==> src/rtl/counter_pkg.sv <==
// Shared timing-path types: timer FSM encoding and default widths.
// Imported by down_timer_m.
package counter_pkg;

  localparam int WIDTH_DEF = 5;

  typedef enum logic [1:0] {
    IDLE,
    RUN,
    PAUSE,
    DONE
  } timer_state_e;

endpackage

==> src/rtl/down_timer_m.sv <==
// Loadable down-counting timer with done/ack handshake.
// Optional DOWN_TIMER_AUTO_RELOAD_EN: periodic reload with one-cycle done pulse.
module down_timer_m
  import counter_pkg::*;
#(
  parameter int WIDTH = WIDTH_DEF
) (
  input  logic             clk,
  input  logic             rst_,
  input  logic [WIDTH-1:0] data,
  input  logic             load,
  input  logic             start,
  input  logic             pause,
  input  logic             ack,
  output logic [WIDTH-1:0] count,
  output logic             busy,
  output logic             done
);

  localparam logic [WIDTH-1:0] ONE = WIDTH'(1);

  timer_state_e     state_q, state_d;
  logic [WIDTH-1:0] count_q, count_d;
  logic             done_q, done_d;
`ifdef DOWN_TIMER_AUTO_RELOAD_EN
  logic [WIDTH-1:0] reload_q, reload_d;
`endif

  always_comb begin
    state_d  = state_q;
    count_d  = count_q;
    done_d   = 1'b0;
`ifdef DOWN_TIMER_AUTO_RELOAD_EN
    reload_d = reload_q;
`endif
    if (load) begin
      count_d  = data;
      state_d  = IDLE;
`ifdef DOWN_TIMER_AUTO_RELOAD_EN
      reload_d = data;
`endif
    end else begin
      unique case (state_q)
        IDLE: begin
          if (start) begin
            state_d = (count_q == '0) ? DONE : RUN;
          end
        end
        RUN: begin
          if (pause) begin
            state_d = PAUSE;
          end else if (count_q <= ONE) begin
            // Terminal count: the <= also guards against wrap below 0
`ifdef DOWN_TIMER_AUTO_RELOAD_EN
            if (reload_q != '0) begin
              count_d = reload_q;
              done_d  = 1'b1;
            end else begin
              count_d = '0;
              state_d = DONE;
            end
`else
            count_d = '0;
            state_d = DONE;
`endif
          end else begin
            count_d = count_q - ONE;
          end
        end
        PAUSE: begin
          if (!pause) begin
            state_d = RUN;
          end
        end
        DONE: begin
          if (ack) begin
            state_d = IDLE;
          end
        end
        default: state_d = IDLE;
      endcase
      if (state_d == DONE) begin
        done_d = 1'b1;
      end
    end
  end

  always_ff @(posedge clk or negedge rst_) begin
    if (!rst_) begin
      state_q <= IDLE;
      count_q <= '0;
      done_q  <= 1'b0;
    end else begin
      state_q <= state_d;
      count_q <= count_d;
      done_q  <= done_d;
    end
  end

`ifdef DOWN_TIMER_AUTO_RELOAD_EN
  always_ff @(posedge clk or negedge rst_) begin
    if (!rst_) begin
      reload_q <= '0;
    end else begin
      reload_q <= reload_d;
    end
  end
`endif

  assign count = count_q;
  assign busy  = (state_q == RUN) || (state_q == PAUSE);
  assign done  = done_q;

endmodule
==> config.mk <==
export PLATFORM = sky130hd
export DESIGN_NAME = down_timer_m
export DESIGN_NICKNAME = d
export VERILOG_FILES = /design/src/rtl/counter_pkg.sv /design/src/rtl/down_timer_m.sv
export SDC_FILE = /design/constraint.sdc
export NUM_CORES = 1
export LEC_CHECK = 0
export BUFFER_PORTS_ARGS = -buffer_cell sky130_fd_sc_hd__buf_2
export CAP_MARGIN = 0
export CORE_MARGIN = 4
export CORE_UTILIZATION = 35
export CTS_CLUSTER_SIZE = 25
export DETAILED_ROUTE_END_ITERATION = 8
export HOLD_SLACK_MARGIN = 0.03
export PLACE_DENSITY_LB_ADDON = 0.25
export SETUP_SLACK_MARGIN = 0.02
export SLEW_MARGIN = 20
export SYNTH_ARGS = -nofsm -noshare
export SYNTH_HDL_FRONTEND = slang
export SYNTH_SLANG_ARGS = --single-unit
==> constraint.sdc <==
create_clock -name clk -period 3.71 [get_ports clk]
set_input_delay 0.1855 -clock clk [delete_from_list [all_inputs] [get_ports clk]]
set_output_delay 0.1855 -clock clk [all_outputs]
set_load 0.005 [all_outputs]
==> flow_summary.toml, run 1 <==
[setup_path]
r2r-start = "state_q[1]"
cp_top_family = "simple AND/OR/NAND/NOR gates"
cp_num_buf_inv = 1
cpPeakStageDelay_ns = 0.41
ff2ff_setup_slack_ns = 2.08
crit_cells = 6
worstPathMaxFanout = 5
ff2ff_path_depth = 6
slowest_stage = "dfrtp_1"
end_kind = "flop"
r2r_end = "count[3]"
cp-start-kind = "flop"
path_class = "reg2reg"
required_ns = 3.84
arrival_ns = 1.76
crit_chain = "inv_1, ha_1, nand2b_1, nor4_1, mux2i_1, a21oi_1"

[place]
gp_congestion = 0.812
hpwl_mm = 1.02
port_buffers = 17
placed_area_um2 = 697

[min_path]
hold_path.class = "in2reg"
hold_start = "data[2]"
hold_end = "count[2]"
holdPathStages = 3

[detailed_routing]
met2_length_um = 577
highest_layer = "met4"
dr.pass1.iters = 4
wl_per_cell_um = 12.2
drc_errors = 0
ant_nets = 0
wl_mm = 1.26
wl_met1_um = 597
via_count = 535
drt_iter0_markers = 3
wl_met3_um = 57
vias_per_cell = 5.19

[synth]
synthCells = 67
syn-cell-area_um2 = 596
ys_seq_elements = 8
synthDistinctLibCells = 30
seq_area_frac_synth_pct = 33.6
syn_nets = 85
avgSynthCellArea_um2 = 8.89
yosys_warnings = 0

[clocking]
post_cts_buffers = 0
clkTransAtPathRegs_ns = 0.05
hold_buffers = 1
cts_resized = 0
cts_sinks = 8
cts_tree = "done"
worst_skew_pair.late_latency_ns = 0.25
htreeDepth = 1
cts_root_buf = "clkbuf_4"
cts_buffers = 3
clock_path_buffers = 2

[final_layout]
finalInstanceArea_um2 = 729
nFillCells = 164
final_common_cell = "buf_2"
areaGrowthSynthToFinish_pct = 22.5
final_util_pct = 46.8
mostFrequentLayoutCells = "17 x buf_2, 8 x dfrtp_1, 7 x inv_1, 7 x ha_1"
diodes = 0
fin_nets = 107
drive_above_1_share_pct = 27.6

[timing]
rsz0062_at_grt = "no"
period_minus_slack_ns = 1.63
setup_viol = 0
fmax_ghz = 0.613
fin_worst_skew_ns = 0.00493
finalCritPeriodShare_pct = 44.0
slew-limit-headroom_pct = 73.4
worst_slew_pin_slew_ns = 0.395
fin_setup_tns_ns = 0
hold_viol = 0
drv_slew = 0
hold_ws_ns = 0.142

[power_and_ir_drop]
total_power_uw = 396
ir_drop_mv = 0.277
comb_power_share_pct = 48.2
share_seq_of_total_power_pct = 35.8
cell_internal_pwr_uw = 237
p_per_area_mw_per_mm2 = 543
p_switching_uw = 158
p_clk_share_pct = 15.9
cellLeakagePower_uw = 0.000359
switching_share_pct = 40.0

[floorplan]
die_h_um = 49.3
dieArea_mm2 = 0.00243
rows = 14
start_util_pct = 38.2
die_x_um = 49.3
coreArea_mm2 = 0.00156
pin_count = 18

[global_routing]
grt_overflow = 0
grt_pass1_vias = 518
grt_pass1_wl_mm = 2.34
grt_antenna_before_repair = 0
grt_max_degree = 11
grtUsageTotal_pct = 12.4

[status]
status = "complete, no violations"

[flow_run]
max_cap_violations = 0
-- registers in the layout, summed over array words and instances, names as in the netlist --
signal and cells:
count 5, state_q 2, done 1
-- worst max path at each step --
stage	slack [ns]	startpoint	end
6_report	2.08	state_q[1]	count[3]
5_1_grt	1.93	state_q[1]	count[3]
4_1_cts	2.08	state_q[1]	count[3]
3_5_place_dp	2.11	state_q[1]	count[3]
3_3_place_gp	2.05	state_q[1]	count[3]
2_1_floorplan	2.28	state_q[1]	count[4]
-- cells in the mapped netlist, drive strengths merged --
master	number	share of area, %
a21boi	1	1.3
a21oi	3	2.5
a22oi	1	1.3
a31oi	1	1.1
a41oi	1	1.5
and2	1	1.1
and2b	2	2.7
and3b	1	1.5
clkbuf	1	0.63
dfrtp	8	34
ha	7	15
inv	7	4.4
mux2i	1	1.7
nand2	5	3.2
nand2b	1	1.1
nand3	1	0.84
nand3b	1	1.3
nor2	6	3.8
nor2b	2	2.1
nor3	1	2.7
nor3b	1	1.3
nor4	1	1.1
o2111a	1	1.9
o211ai	2	2.5
o21ai	7	6.5
o22ai	1	1.1
o31a	1	1.7
o31ai	1	1.3
-- worst reg2reg max path: stages, from the launching register on --
cell      delay, ns
dfrtp_1        0.41
inv_1          0.11
ha_1           0.23
nand2b_1       0.13
nor4_1         0.32
mux2i_1        0.23
a21oi_1        0.08
-- through the flow --
stage,setup WS [ns],std cells
after floorplan,2.28,67
after global placement,2.05,99
after detailed placement,2.11,99
after CTS,2.08,103
after global routing,1.93,103
final,2.08,103
-- power by group through the flow --
stage | clock, uW | combinational, uW | sequential [uW]
after floorplan | 0 | 134 | 138
after global placement | 0 | 189 | 142
after detailed placement | 0 | 190 | 143
after CTS | 66.0 | 193 | 141
after global routing | 72.3 | 224 | 148
final | 63.0 | 191 | 142
-- area by class of cell --
class                   instances  area [um^2]  area share, %
multi-input cells              51          365           50.1
flip-flops and latches          8          200           27.4
repair buffers                 18         95.1           13.0
inverters                       7         26.3           3.60
clock buffers                   3         22.5           3.09
well taps                      16         20.0           2.74
-- routing by layer --
layer	GRT usage (%)	vias up
li1	-	278
met1	16.4	242
met2	18.5	11
met3	2.45	4
met4	7.11	0
met5	0	-
-- cells by family (layout without fill, tap and decap cells) --
group	Yosys count	in the layout	share of synthesized area [%]
flip-flops	8	8	33.6
buffers and inverters	8	28	5.04
AND/OR/NAND/NOR	23	23	22.5
AO/OA/AOI/OAI	20	20	22.5
adder cells (fa/ha/maj)	7	7	14.7
multiplexers	1	1	1.68
Note: power is estimated with default switching activity, not from simulation.
==> run 2, diff against run 1 <==
clock period = 1.6 ns   (was 3.71 ns; I/O delays follow)
==> flow_summary.toml, run 2 (synthesis results as in run 1) <==
[setup_path]
cpPeakStageDelay_ns = 0.42
ff2ff_path_depth = 6
r2r-start = "state_q[0]"
required_ns = 1.73
ff2ff_setup_slack_ns = 0.07
arrival_ns = 1.66
worstPathMaxFanout = 5
cp_top_family = "flip-flops"
end_kind = "flop"
cp-start-kind = "flop"
crit_chain = "inv_2, ha_1, and2_1, o21ai_0, o2111a_1, and3b_1"
cp_num_buf_inv = 1
crit_cells = 6
slowest_stage = "dfrtp_2"
path_class = "reg2reg"
r2r_end = "done"

[detailed_routing]
ant_nets = 0
drc_errors = 0
vias_per_cell = 5.11
dr.pass1.iters = 3
drt_iter0_markers = 10
via_count = 562
wl_per_cell_um = 12.7
wl_mm = 1.40

[timing]
period_minus_slack_ns = 1.53
slew-limit-headroom_pct = 83.3
fmax_ghz = 0.654
hold_ws_ns = 0.0358
drv_slew = 0
hold_viol = 0
worst_slew_pin_slew_ns = 0.248
rsz0062_at_grt = "no"
finalCritPeriodShare_pct = 95.5
setup_viol = 0
fin_worst_skew_ns = 0.00581

[final_layout]
largest_reg_flops = 5
drive_above_1_share_pct = 43.6
final_util_pct = 52.6
fin_nets = 114
areaGrowthSynthToFinish_pct = 37.6
mostFrequentLayoutCells = "17 x buf_2, 7 x buf_4"
final_common_cell = "buf_2"
diodes = 0
nFillCells = 146

[power_and_ir_drop]
share_seq_of_total_power_pct = 31.1
ir_drop_mv = 0.981
cellLeakagePower_uw = 0.000395
p_switching_uw = 424
cell_internal_pwr_uw = 650
p_clk_share_pct = 13.7
total_power_uw = 1070
p_per_area_mw_per_mm2 = 1310
switching_share_pct = 39.5
comb_power_share_pct = 55.2

[min_path]
hold_start = "data[2]"
holdPathStages = 3
hold_end = "count[2]"
hold_path.class = "in2reg"

[clocking]
clkTransAtPathRegs_ns = 0.05
cts_root_buf = "clkbuf_4"
cts_buffers = 3
htreeDepth = 1
worst_skew_pair.late_latency_ns = 0.25
cts_tree = "done"
clock_path_buffers = 2
cts_sinks = 8

[global_routing]
grt_pass1_vias = 539
grt_use_met1_pct = 16.5
grt_overflow = 0
use_met2_pct = 19.4
grt_max_degree = 11
grtUsageMet3_pct = 2.45
grt_antenna_before_repair = 0
grt_pass1_wl_mm = 2.37
grtUsageTotal_pct = 12.6
grt_busiest_layer = "met2"

[floorplan]
start_util_pct = 38.2
dieArea_mm2 = 0.00243
die_h_um = 49.3
coreArea_mm2 = 0.00156
die_x_um = 49.3
pin_count = 18
rows = 14

[place]
port_buffers = 17
hpwl_mm = 1.05
gp_congestion = 0.774

[flow_run]
max_cap_violations = 0

[status]
status = "complete, no violations"
run 2: changes by cell type in the layout (fill, tap and decap cells not counted), moves of 2 or more:
cell,previous run,this run
buf_4,0,7
dfrtp_1,8,6
inv_2,0,3
dfrtp_2,0,2
inv_1,7,4
run 2: final cells by class:
class	instances	area (um^2)	share of cell area, %
Timing Repair Buffer	25	148	18.0
Inverter	7	26.3	3.21
Tap cell	16	20.0	2.44
Sequential cell	8	203	24.7
Clock buffer	3	22.5	2.75
Multi-Input combinational cell	51	400	48.9
run 2: worst max path at each step:
stage / start / endpoint / slack [ns]
2_1_floorplan: state_q[1] / count[4] / 0.17
3_3_place_gp: state_q[1] / count[3] / -0.07
3_5_place_dp: state_q[1] / count[3] / -0.0006
4_1_cts: state_q[1] / done / 0.03
5_1_grt: state_q[0] / done / 0.02
6_report: state_q[0] / done / 0.07
run 2: through the flow:
| stage | instances | instance area [um^2] | setup TNS [ns] | setup slack, ns |
|---|---|---|---|---|
| global route | 110 | 820 | 0 | 0.0206 |
| CTS | 109 | 782 | 0 | 0.0294 |
| finish | 110 | 820 | 0 | 0.0712 |
| floorplan | 67 | 596 | 0 | 0.169 |
| detailed placement | 103 | 727 | -0.000575 | -0.000575 |
| global placement | 103 | 727 | -0.0694 | -0.0694 |
run 2: worst reg2reg max path, cell delays in order (launching register included):
cell and delay (ns):
dfrtp_2 0.42, inv_2 0.05, ha_1 0.22, and2_1 0.16, o21ai_0 0.16, o2111a_1 0.22, and3b_1 0.18
run 2: repair_timing:
item	4_1_cts	5_1_grt
gates cloned	0	0
setup buffers	2	1
hold buffers	1	0
setup endpoints to repair	2	4
pin swaps	1	3
resized for setup	2	9
endpoints found under the hold margin	8	0
run 2: power groups by stage:
stage	Clock [uW]	Sequential (uW)	Combinational, uW
after floorplan	0	320	310
after global placement	0	323	466
after detailed placement	0	323	470
after CTS	154	316	521
after global routing	167	343	658
final	147	334	593
run 2: layer usage:
metal  vias to the layer above  share of wire, %
met2                        11                47
met1                       257                48
met3                         2               4.4
met4                         0              0.57
met5                         -                 0
li1                        292                 -
